===== config.mk =====
export PLATFORM = sky130hd
export DESIGN_NAME = adda_dac_tx
export DESIGN_NICKNAME = d
export VERILOG_FILES = /design/src/rtl/adda_dac_tx.sv
export SDC_FILE = /design/constraint.sdc
export NUM_CORES = 1
export LEC_CHECK = 0
export BUFFER_PORTS_ARGS = -buffer_cell sky130_fd_sc_hd__buf_2
export CAP_MARGIN = 10
export CORE_MARGIN = 8
export CORE_UTILIZATION = 30
export DETAILED_ROUTE_END_ITERATION = 10
export PLACE_DENSITY_LB_ADDON = 0.15
export SLEW_MARGIN = 20
export SYNTH_ARGS = -nofsm -noshare
export SYNTH_HDL_FRONTEND = slang
export SYNTH_SLANG_ARGS = --single-unit

===== constraint.sdc =====
create_clock -name i_clk -period 8.15 [get_ports i_clk]
set_clock_uncertainty 0.1 [all_clocks]
set_input_delay 0.815 -clock i_clk [delete_from_list [all_inputs] [get_ports i_clk]]
set_output_delay 0.815 -clock i_clk [all_outputs]
set_load 0.02 [all_outputs]

===== src/rtl/adda_dac_tx.sv =====
// Streaming transmitter for the 8-bit DAC on the ULX3S AD/DA board.
// Samples go through a FIFO and out on the DA bus with a divided DACLK.
module adda_dac_tx #(
  parameter int                DATA_W        = 8,
  parameter int                CLK_DIV       = 4,
  parameter int                FIFO_DEPTH    = 16,
  parameter int                PRIME_LEVEL   = 4,
  parameter logic [DATA_W-1:0] IDLE_CODE     = 8'h80,
  parameter bit                UNDERRUN_HOLD = 1'b0
) (
  input  logic                            i_clk,
  input  logic                            i_rst,
  input  logic                            i_enable,
  input  logic [DATA_W-1:0]               s_data,
  input  logic                            s_valid,
  output logic                            s_ready,
  output logic [DATA_W-1:0]               o_da_data,
  output logic                            o_da_clk,
  output logic                            o_underrun,
  output logic [15:0]                     o_underrun_cnt,
  output logic [$clog2(FIFO_DEPTH):0]     o_fill
);

  localparam int AW = $clog2(FIFO_DEPTH);
  localparam int FW = AW + 1;
  localparam int CW = $clog2(CLK_DIV);

  typedef enum logic [1:0] {IDLE, PRIME, RUN} state_t;

  state_t            state, state_nxt;
  logic [CW-1:0]     cnt, cnt_nxt;
  logic [DATA_W-1:0] mem [FIFO_DEPTH];
  logic [AW-1:0]     wr_ptr, rd_ptr;
  logic [FW-1:0]     fill;
  logic [DATA_W-1:0] da_data, da_data_nxt;
  logic              da_clk;
  logic              underrun, underrun_nxt;
  logic [15:0]       underrun_cnt;
  logic              push, pop, period_end;

  function automatic logic [15:0] sat_inc(input logic [15:0] v);
    return (v == 16'hFFFF) ? v : v + 16'd1;
  endfunction

  assign s_ready    = !i_rst && (fill != FW'(FIFO_DEPTH));
  assign push       = s_valid && s_ready;
  assign period_end = (state != IDLE) && (cnt == CW'(CLK_DIV - 1));

  // next-state: every decision and pop is taken at the period end only
  always_comb begin
    state_nxt    = state;
    cnt_nxt      = '0;
    pop          = 1'b0;
    underrun_nxt = 1'b0;
    da_data_nxt  = da_data;
    case (state)
      IDLE: begin
        da_data_nxt = IDLE_CODE;
        if (i_enable) state_nxt = PRIME;
      end
      PRIME, RUN: begin
        cnt_nxt = period_end ? '0 : cnt + 1'b1;
        if (period_end) begin
          if (!i_enable) begin
            state_nxt   = IDLE;
            da_data_nxt = IDLE_CODE;
          end else if (state == PRIME) begin
            if (fill >= FW'(PRIME_LEVEL)) begin
              state_nxt   = RUN;
              pop         = 1'b1;
              da_data_nxt = mem[rd_ptr];
            end
          end else if (fill != '0) begin
            pop         = 1'b1;
            da_data_nxt = mem[rd_ptr];
          end else begin
            underrun_nxt = 1'b1;
            state_nxt    = PRIME;
            if (!UNDERRUN_HOLD) da_data_nxt = IDLE_CODE;
          end
        end
      end
      default: state_nxt = IDLE;
    endcase
  end

  // control and output registers; reset also flushes the FIFO pointers
  always_ff @(posedge i_clk) begin
    if (i_rst) begin
      state        <= IDLE;
      cnt          <= '0;
      wr_ptr       <= '0;
      rd_ptr       <= '0;
      fill         <= '0;
      da_data      <= IDLE_CODE;
      da_clk       <= 1'b0;
      underrun     <= 1'b0;
      underrun_cnt <= '0;
    end else begin
      state    <= state_nxt;
      cnt      <= cnt_nxt;
      da_data  <= da_data_nxt;
      da_clk   <= (cnt_nxt >= CW'(CLK_DIV / 2));
      underrun <= underrun_nxt;
      if (underrun_nxt) underrun_cnt <= sat_inc(underrun_cnt);
      if (push) wr_ptr <= wr_ptr + 1'b1;
      if (pop)  rd_ptr <= rd_ptr + 1'b1;
      case ({push, pop})
        2'b10:   fill <= fill + 1'b1;
        2'b01:   fill <= fill - 1'b1;
        default: fill <= fill;
      endcase
    end
  end

  // sample storage carries no reset
  always_ff @(posedge i_clk) begin
    if (push) mem[wr_ptr] <= s_data;
  end

  assign o_da_data      = da_data;
  assign o_da_clk       = da_clk;
  assign o_underrun     = underrun;
  assign o_underrun_cnt = underrun_cnt;
  assign o_fill         = fill;

endmodule


# Yosys cells after proc, flatten, opt, wreduce, memory -nomap -nowiden
# Memories as Yosys holds them, arrays and structs flattened. A register that Yosys moved wholly into a read port is not among the register bits.
# Index checks and enable logic that the tools add are counted.
[classes]
addsub = 6
n_mul = 0
div_mod_pow = 0
magnitude_cmp = 2
eq_ne = 11
n_shift = 0
muxes = 31
bitwise = 1
reduce_logical = 13
[ops]
columns = ["operator", "count"]
rows = [
  ["$mux W8", 5],
  ["$add A16 B1 Y16 const B", 1],
  ["$eq A16 B16 Y1 const B", 1],
  ["$mux W2", 8],
  ["$pmux W8 S2", 1],
  ["$mux W1", 13],
  ["$pmux W5 S2", 1],
  ["$add A4 B1 Y4 const B", 2],
  ["$mux W4", 2],
  ["$ne A4 B4 Y1 const B", 2],
  ["$eq A2 B2 Y1 const B", 3],
  ["$reduce_bool A2 Y1", 3],
  ["$add A5 B1 Y5 const B", 1],
  ["$ge A5 B3 Y1 const B", 1],
  ["$ne A5 B5 Y1 const B", 1],
  ["$reduce_bool A5 Y1", 1],
  ["$sub A5 B1 Y5 const B", 1],
  ["$eq A2 B1 Y1 const B", 2],
  ["$ne A2 B2 Y1 const B", 2],
  ["$pmux W2 S2", 1],
  ["$reduce_and A4 Y1", 1],
  ["$logic_and A1 B1 Y1", 3],
  ["$reduce_and A3 Y1", 1],
  ["$add A2 B1 Y2 const B", 1],
  ["other kinds (6)", 6],
]
[word_totals]
ff_bits = 43
latch_bits = 0
mem_bits_rw = 128
mem_bits_ro = 0
input_bits = 12
output_inout_bits = 32
word_cells = 74
mem_count = 1
[memory_table]
columns = ["name", "depth", "width", "read_ports", "rd_clocked_by_memory_dff", "write_ports", "line_no", "rtl"]
rows = [
  ["mem", 16, 8, 1, 1, 1, "32", "logic [DATA_W-1:0] mem [FIFO_DEPTH];"],
]

# Logic depth before layout (Yosys ltp)
# Gate-level depths: netlist of run 1.
[depth]
depth_word = 8
ltp_mapped = 14
ltp_nobuf = 12

# Least setup slack after synthesis of run 1
# OpenSTA, ideal clock, no wires.
[synth_timing]
path_kind = "reg-to-reg"
start = "reg state[0]"
end = "reg fill[2] (netlist: o_fill[2])"
setup_ps = 121
arrival_ps = 3312
required_time_ps = 7929
path_slack_ps = 4618
path_stages_with_launch = 15
n_path_buf = 2
period_less_slack_ps = 3532
path_cell_list = "dfxtp_1 inv_1 ha_1 clkbuf_1 nand4b_1 a21oi_1 ha_1 clkbuf_1 xor2_1 ha_1 nor3b_1 a21boi_0 a221oi_1 o211ai_1 mux2_2"
[synth_between]
elab_chain_cells = 7
elab_cells_between_ends = 13
classes_between = "eq/ne: 4; mux: 5; reduce/logical: 4"
[synth_lines]
columns = ["item", "line_no", "rtl"]
rows = [
  ["from (decl)", "30", "state_t state, state_nxt;"],
  ["from (signal assigned)", "100", "state <= state_nxt;"],
  ["$eq A2 B1 Y1", "56, 67", ""],
  ["$mux W1", "67", "end else if (state == PRIME) begin"],
  ["$mux W1", "64", "if (!i_enable) begin"],
  ["$mux W1", "63", "if (period_end) begin"],
  ["$mux W1 *", "56", "case (state)"],
  ["net pop", "39", "logic push, pop, period_end;"],
  ["$eq A2 B1 Y1 / $eq A2 B2 Y1 (equally long branches)", "108", "case ({push, pop})"],
  ["$pmux W5 S2 / $reduce_bool A2 Y1 (equally long branches)", "n/a", ""],
  ["to (signal assigned)", "109", "2'b10: fill <= fill + 1'b1;"],
  ["to (signal assigned)", "110", "2'b01: fill <= fill - 1'b1;"],
  ["to (signal assigned)", "111", "default: fill <= fill;"],
  ["to (decl)", "34", "logic [FW-1:0] fill;"],
]
# The timed path passes the listed nets; every way through them passes the cells marked *.
# A chain may end at the register's enable or synchronous reset.

# Final worst setup path of run 1
# Same ends and word-level chain as after synthesis.

==> metrics.cfg, run 1 <==
[status]
status = completed

[route]
drc = 0
routed_wl_um = 15700
vias_per_cell = 4.79
routedWlPerCell_um = 18.3
drtPass1Iterations = 6
ant_nets = 0
route.vias.total = 4125
drtIter0Drc = 207

[yosys]
synth_nets = 509
synthFlopType = edfxtp_1
synthMuxAreaShare = 0.122
yosysTopAreaCell = edfxtp_1
synth_compound_area_frac = 0.0624
synth-simple-area-share = 0.0982
async_reset_ff_frac = 0
synth_area_leaders = edfxtp_1 53%, dfxtp_1 13%, mux4_2 9.9%, nor2_1 2.4%, ha_1 2.2%
synth_top_area_share = 0.528
synth_xor_xnor_area_share = 0.0205
synth_area_mm2 = 0.00727
synth-adder-area-share = 0.0224
synth_top_family_by_area = multiplexers
synth-warning-count = 0
syn_inst = 484
synthTopCellsByCount = 128 x edfxtp_1, 46 x dfxtp_1, 46 x nor2_1
avgSynthCellArea_um2 = 15.0
yosysMostFrequentCell = edfxtp_1
synth_enable_flop_cells = 128
ys_seq_elements = 174
yosysSeqAreaShare = 0.655
yosysUniqueCellTypes = 56

[pwr]
p_int_mw = 1.45
power.density_mw_per_mm2 = 220
leakage_nw = 2.77
seqPwrFrac = 0.520
total_power_mw = 1.85
ir_drop_mv = 0.103
p_sw_mw = 0.409
clockPowerShare = 0.432
p_comb_frac = 0.048
swShare = 0.221

[sta]
max_freq_mhz = 262
worst_hold_slack_ns = 0.334
period_minus_slack_ns = 3.81
fin_crit_sh = 0.468
setup_ws_ns = 4.34
worst_pin_slew_ns = 1.01
finalSetupViolations = 0
rsz0062_at_grt = false
finalHoldViolCount = 0
slew_viol_final = 0
slew_headroom = 0.321
tns_ns = 0

[setup_path]
crit_start = state[0]
crit_path_end = o_fill[2]
crit_type = reg -> reg
worstPathMaxFanout = 12
cp-start-kind = flop
reg2reg_from = state[0]
reg2reg_setup_slack_ns = 4.34
end_kind = flop
r2r_cells = 12
cp.arrival_ns = 4.02
rr_endpoint = o_fill[2]
worstPathRequired_ns = 8.36

[die]
io_pins = 44
start_util = 0.303
die-area_mm2 = 0.0295
core_mm2 = 0.0240
dieWidth_um = 172
fp.dieH_um = 172
rows = 57

[hold_path]
min-delay-path-class = reg -> reg
hp-start = cnt[0]

[place]
port_buffers = 43
gp_congestion = 0.774
placed_cell_area_mm2 = 0.00784
place.detailed.instances = 830
dp_hpwl_um = 10200
dp_slack_ns = 4.07

[layout]
finish.net_count = 550
multi_input_area_mm2 = 0.00238
seqCellArea_mm2 = 0.00477
syn2layout_area_growth_pct = 15.8
antenna_cells = 0
fin_area_mm2 = 0.00843
finalNonFillerCells = 862
fill_cells = 2364
fin_util = 0.351
drive_gt1_frac = 0.234

[clock_tree]
clk_pin_slew_ns = 0.07
worst_skew_pair.late_latency_ns = 0.42
post_cts_resized = 0
clockRootBuffer = clkbuf_16
cts_buffer_depth = 2
hold_buffers = 0
clock_sinks = 174
tritoncts = done
htreeDepth = 4
cts_setup_buffers = 0
cts_buffers = 17

[global_route]
grt_max_degree = 53
grt_usage = 0.112
globalRouteOverflowTotal = 0
grt_pass1_vias = 4393
antenna_found_initial = 0
grt_pass1_wl_um = 24700

[flow_run]
max-cap-violations = 0

layout make-up:
cell class | count | share of cell area
inverters | 8 | 0.00356
multi-input cells | 276 | 0.283
flip-flops and latches | 174 | 0.566
well taps | 324 | 0.0481
clock buffers | 17 | 0.0505
repair buffers | 48 | 0.0300
clock inverters | 15 | 0.0192
power by group through the flow:
stage / Combinational (mW) / Clock, mW / Sequential (mW)
floorplan: 0.0580 / 0 / 0.983
global placement: 0.0873 / 0 / 0.983
detailed placement: 0.0902 / 0 / 0.984
CTS: 0.0905 / 0.822 / 0.964
global route: 0.100 / 0.857 / 0.965
finish: 0.0892 / 0.801 / 0.964
layer usage:
layer / global-route usage / part of all wire
met1: 0.135 / 0.44
met2: 0.198 / 0.52
met3: 0.0273 / 0.030
met4: 0.0318 / 0.0072
met5: 0 / 0
cell families after synthesis:
group,after synthesis
flops,174
simple gates,132
compound gates,66
mux,48
buf+inv,34
xor+xnor,17
fa+ha+maj,13
worst min-delay path by stage:
stage | to | slack, ns | cells past startpoint
after floorplan | cnt[0] | 0.31 | 1
after global placement | cnt[0] | 0.33 | 1
after detailed placement | cnt[0] | 0.33 | 1
after CTS | cnt[0] | 0.34 | 1
after global routing | cnt[0] | 0.36 | 1
final | cnt[0] | 0.33 | 1
registers in the layout (all words and copies together), names as in the netlist, named ones only:
name            flops
rd_ptr              4
mem               128
o_fill              5
wr_ptr              4
o_underrun          1
o_da_data           8
state               2
cnt                 2
o_underrun_cnt     16
worst max-delay path, cell delays in order (launching register included):
cell	delay (ns)
dfxtp_1	0.35
inv_1	0.07
ha_1	0.43
nand4b_1	0.30
a21oi_1	0.52
ha_1	0.49
xor2_1	0.12
ha_1	0.23
nor3b_1	0.32
a21boi_0	0.22
a221oi_1	0.07
o211ai_1	0.12
mux2_2	0.35
placed cells by master, fill, tap and decap left out, types with 10 or more instances in the layout:
cell,instances
ha_1,13
mux2i_1,13
nor2_1,46
nor2b_1,10
dfxtp_1,45
nand2_1,18
clkbuf_16,17
o21ai_0,10
a21oi_1,20
edfxtp_1,128
buf_2,43
mux4_2,32
xor2_1,12
(Power assumes the default switching activity.)
==> inputs of run 2 (changes only) <==
==> constraint.sdc (replaced) <==
create_clock -name i_clk -period 3.9 [get_ports i_clk]
set_clock_uncertainty 0.1 [all_clocks]
set_input_delay 0.39 -clock i_clk [delete_from_list [all_inputs] [get_ports i_clk]]
set_output_delay 0.39 -clock i_clk [all_outputs]
set_load 0.02 [all_outputs]
==> metrics.cfg, run 2 (same netlist as run 1, synthesis figures left out) <==
[status]
status = completed

[hold_path]
hp-start = i_enable
min-delay-path-class = in -> reg
whs_path_depth = 3
whs_endpoint = state[1]

[route]
ant_nets = 0
drc = 0
routedWlPerCell_um = 18.1
route.vias.total = 4128
drtIter0Drc = 226
routed_wl_um = 15800
vias_per_cell = 4.74
drtPass1Iterations = 5

[clock_tree]
htreeDepth = 4
worst_skew_pair.late_latency_ns = 0.42
hold_buffers = 0
clk_pin_slew_ns = 0.07
cts_buffer_depth = 2
post_cts_resized = 0
cts_setup_buffers = 0
clock_sinks = 174
cts_buffers = 17
tritoncts = done
clockRootBuffer = clkbuf_16

[layout]
fin_util = 0.351
layout_common_cells = 128 x edfxtp_1, 46 x nor2_1, 45 x dfxtp_1
multi_input_area_mm2 = 0.00236
largest_register_ffs = 128
fill_cells = 2349
regMostFlops = mem
layout_commonest_cell = edfxtp_1
syn2layout_area_growth_pct = 16.1
finalNonFillerCells = 871
finish.net_count = 559
antenna_cells = 0
drive_gt1_frac = 0.238
seqCellArea_mm2 = 0.00477

[setup_path]
cp.arrival_ns = 3.59
cp-start-kind = flop
worstPathMaxFanout = 10
path_cells = inv_1 -> ha_1 -> nand4b_1 -> a21oi_1 -> buf_4 -> ha_1 -> xor2_1 -> ha_1 -> nor3b_1 -> a21boi_0 -> a221oi_1 -> o211ai_1 -> mux2_2
crit_slowest_cell = ha_1
reg2reg_from = state[0]
rr_endpoint = o_fill[2]
end_kind = flop
r2r_cells = 13
cp_slowest_stage_delay_ns = 0.45
path_common_cell = ha_1
reg2reg_setup_slack_ns = 0.52
crit_type = reg -> reg
worstPathRequired_ns = 4.11

[flow_run]
max-cap-violations = 0

[pwr]
p_comb_frac = 0.049
power.density_mw_per_mm2 = 451
swShare = 0.237
ir_drop_mv = 0.241
clockPowerShare = 0.422
leakage_nw = 2.79
p_int_mw = 2.91
p_sw_mw = 0.902
seqPwrFrac = 0.529

[sta]
fin_crit_sh = 0.867
finalHoldViolCount = 0
slew_viol_final = 0
setup_ws_ns = 0.518
rsz0062_at_grt = false
finalSetupViolations = 0
slew_headroom = 0.343
period_minus_slack_ns = 3.38
worst_pin_slew_ns = 0.982
tns_ns = 0
max_freq_mhz = 296

[global_route]
grt_max_degree = 52
met2_usage = 0.194
busiest_layer = met2
grt.met3_usage = 0.0289
globalRouteOverflowTotal = 0
grt_pass1_wl_um = 25000
met1_usage = 0.139
grt_usage = 0.113
antenna_found_initial = 0
grt_pass1_vias = 4339

[place]
port_buffers = 43
dp_hpwl_um = 10500
place.detailed.instances = 839
dp_slack_ns = 0.563
gp_congestion = 0.775

[die]
core_mm2 = 0.0240
fp.dieH_um = 172
rows = 57
io_pins = 44
start_util = 0.303
dieWidth_um = 172
die-area_mm2 = 0.0295

==> run 2: cell count changes in the layout (fill, tap and decap cells not counted), sizes merged <==
cell      before  now
inv           12   16
buf           48   57
clkinv         7    6
clkinvlp       2    1
bufinv         2    0
==> run 2: how the worst max path moves through the flow <==
stage                      to  cells past startpoint  startpoint  slack (ns)
floorplan           o_fill[2]                     14    state[0]        0.37
global placement    o_fill[2]                     13    state[0]        0.69
detailed placement  o_fill[2]                     13    state[0]        0.56
CTS                 o_fill[2]                     13    state[0]        0.54
global route        o_fill[2]                     13    state[0]        0.20
finish              o_fill[2]                     13    state[0]        0.52
==> run 2: per-layer routing <==
layer	vias up	share of wire
li1	1975	-
met1	2072	0.44
met2	69	0.51
met3	12	0.036
met4	0	0.0098
met5	-	0
==> run 2: power groups by stage <==
stage	Combinational (mW)	Sequential, mW	Clock [mW]
finish	0.188	2.01	1.61
global route	0.212	2.02	1.73
CTS	0.192	2.01	1.65
detailed placement	0.191	2.06	0
global placement	0.183	2.05	0
floorplan	0.121	2.05	0
==> run 2: final cells by class <==
| class | instances | share of cell area |
|---|---|---|
| inverter | 8 | 0.00356 |
| tap | 324 | 0.0480 |
| timing repair buffer | 57 | 0.0379 |
| sequential | 174 | 0.565 |
| multi-input combinational | 276 | 0.280 |
| clock inverter | 15 | 0.0154 |
| clock buffer | 17 | 0.0504 |
==> run 2: critical path: cells and delay by family, from the launching register on <==
family / cells / cell delay (ns)
AO/OA/AOI/OAI: 4 / 0.63
buffers and inverters: 2 / 0.25
flip-flops: 1 / 0.38
adder cells (fa/ha/maj): 3 / 0.87
XOR/XNOR: 1 / 0.09
multiplexers: 1 / 0.35
AND/OR/NAND/NOR: 2 / 0.62
==> run 2: metrics by stage <==
stage | power [mW] | hold WS, ns | area (µm²)
floorplan | 2.18 | 0.305 | 7270
global placement | 2.24 | 0.319 | 7890
detailed placement | 2.25 | 0.326 | 7890
CTS | 3.85 | 0.202 | 8440
global route | 3.96 | 0.232 | 8440
finish | 3.81 | 0.225 | 8440
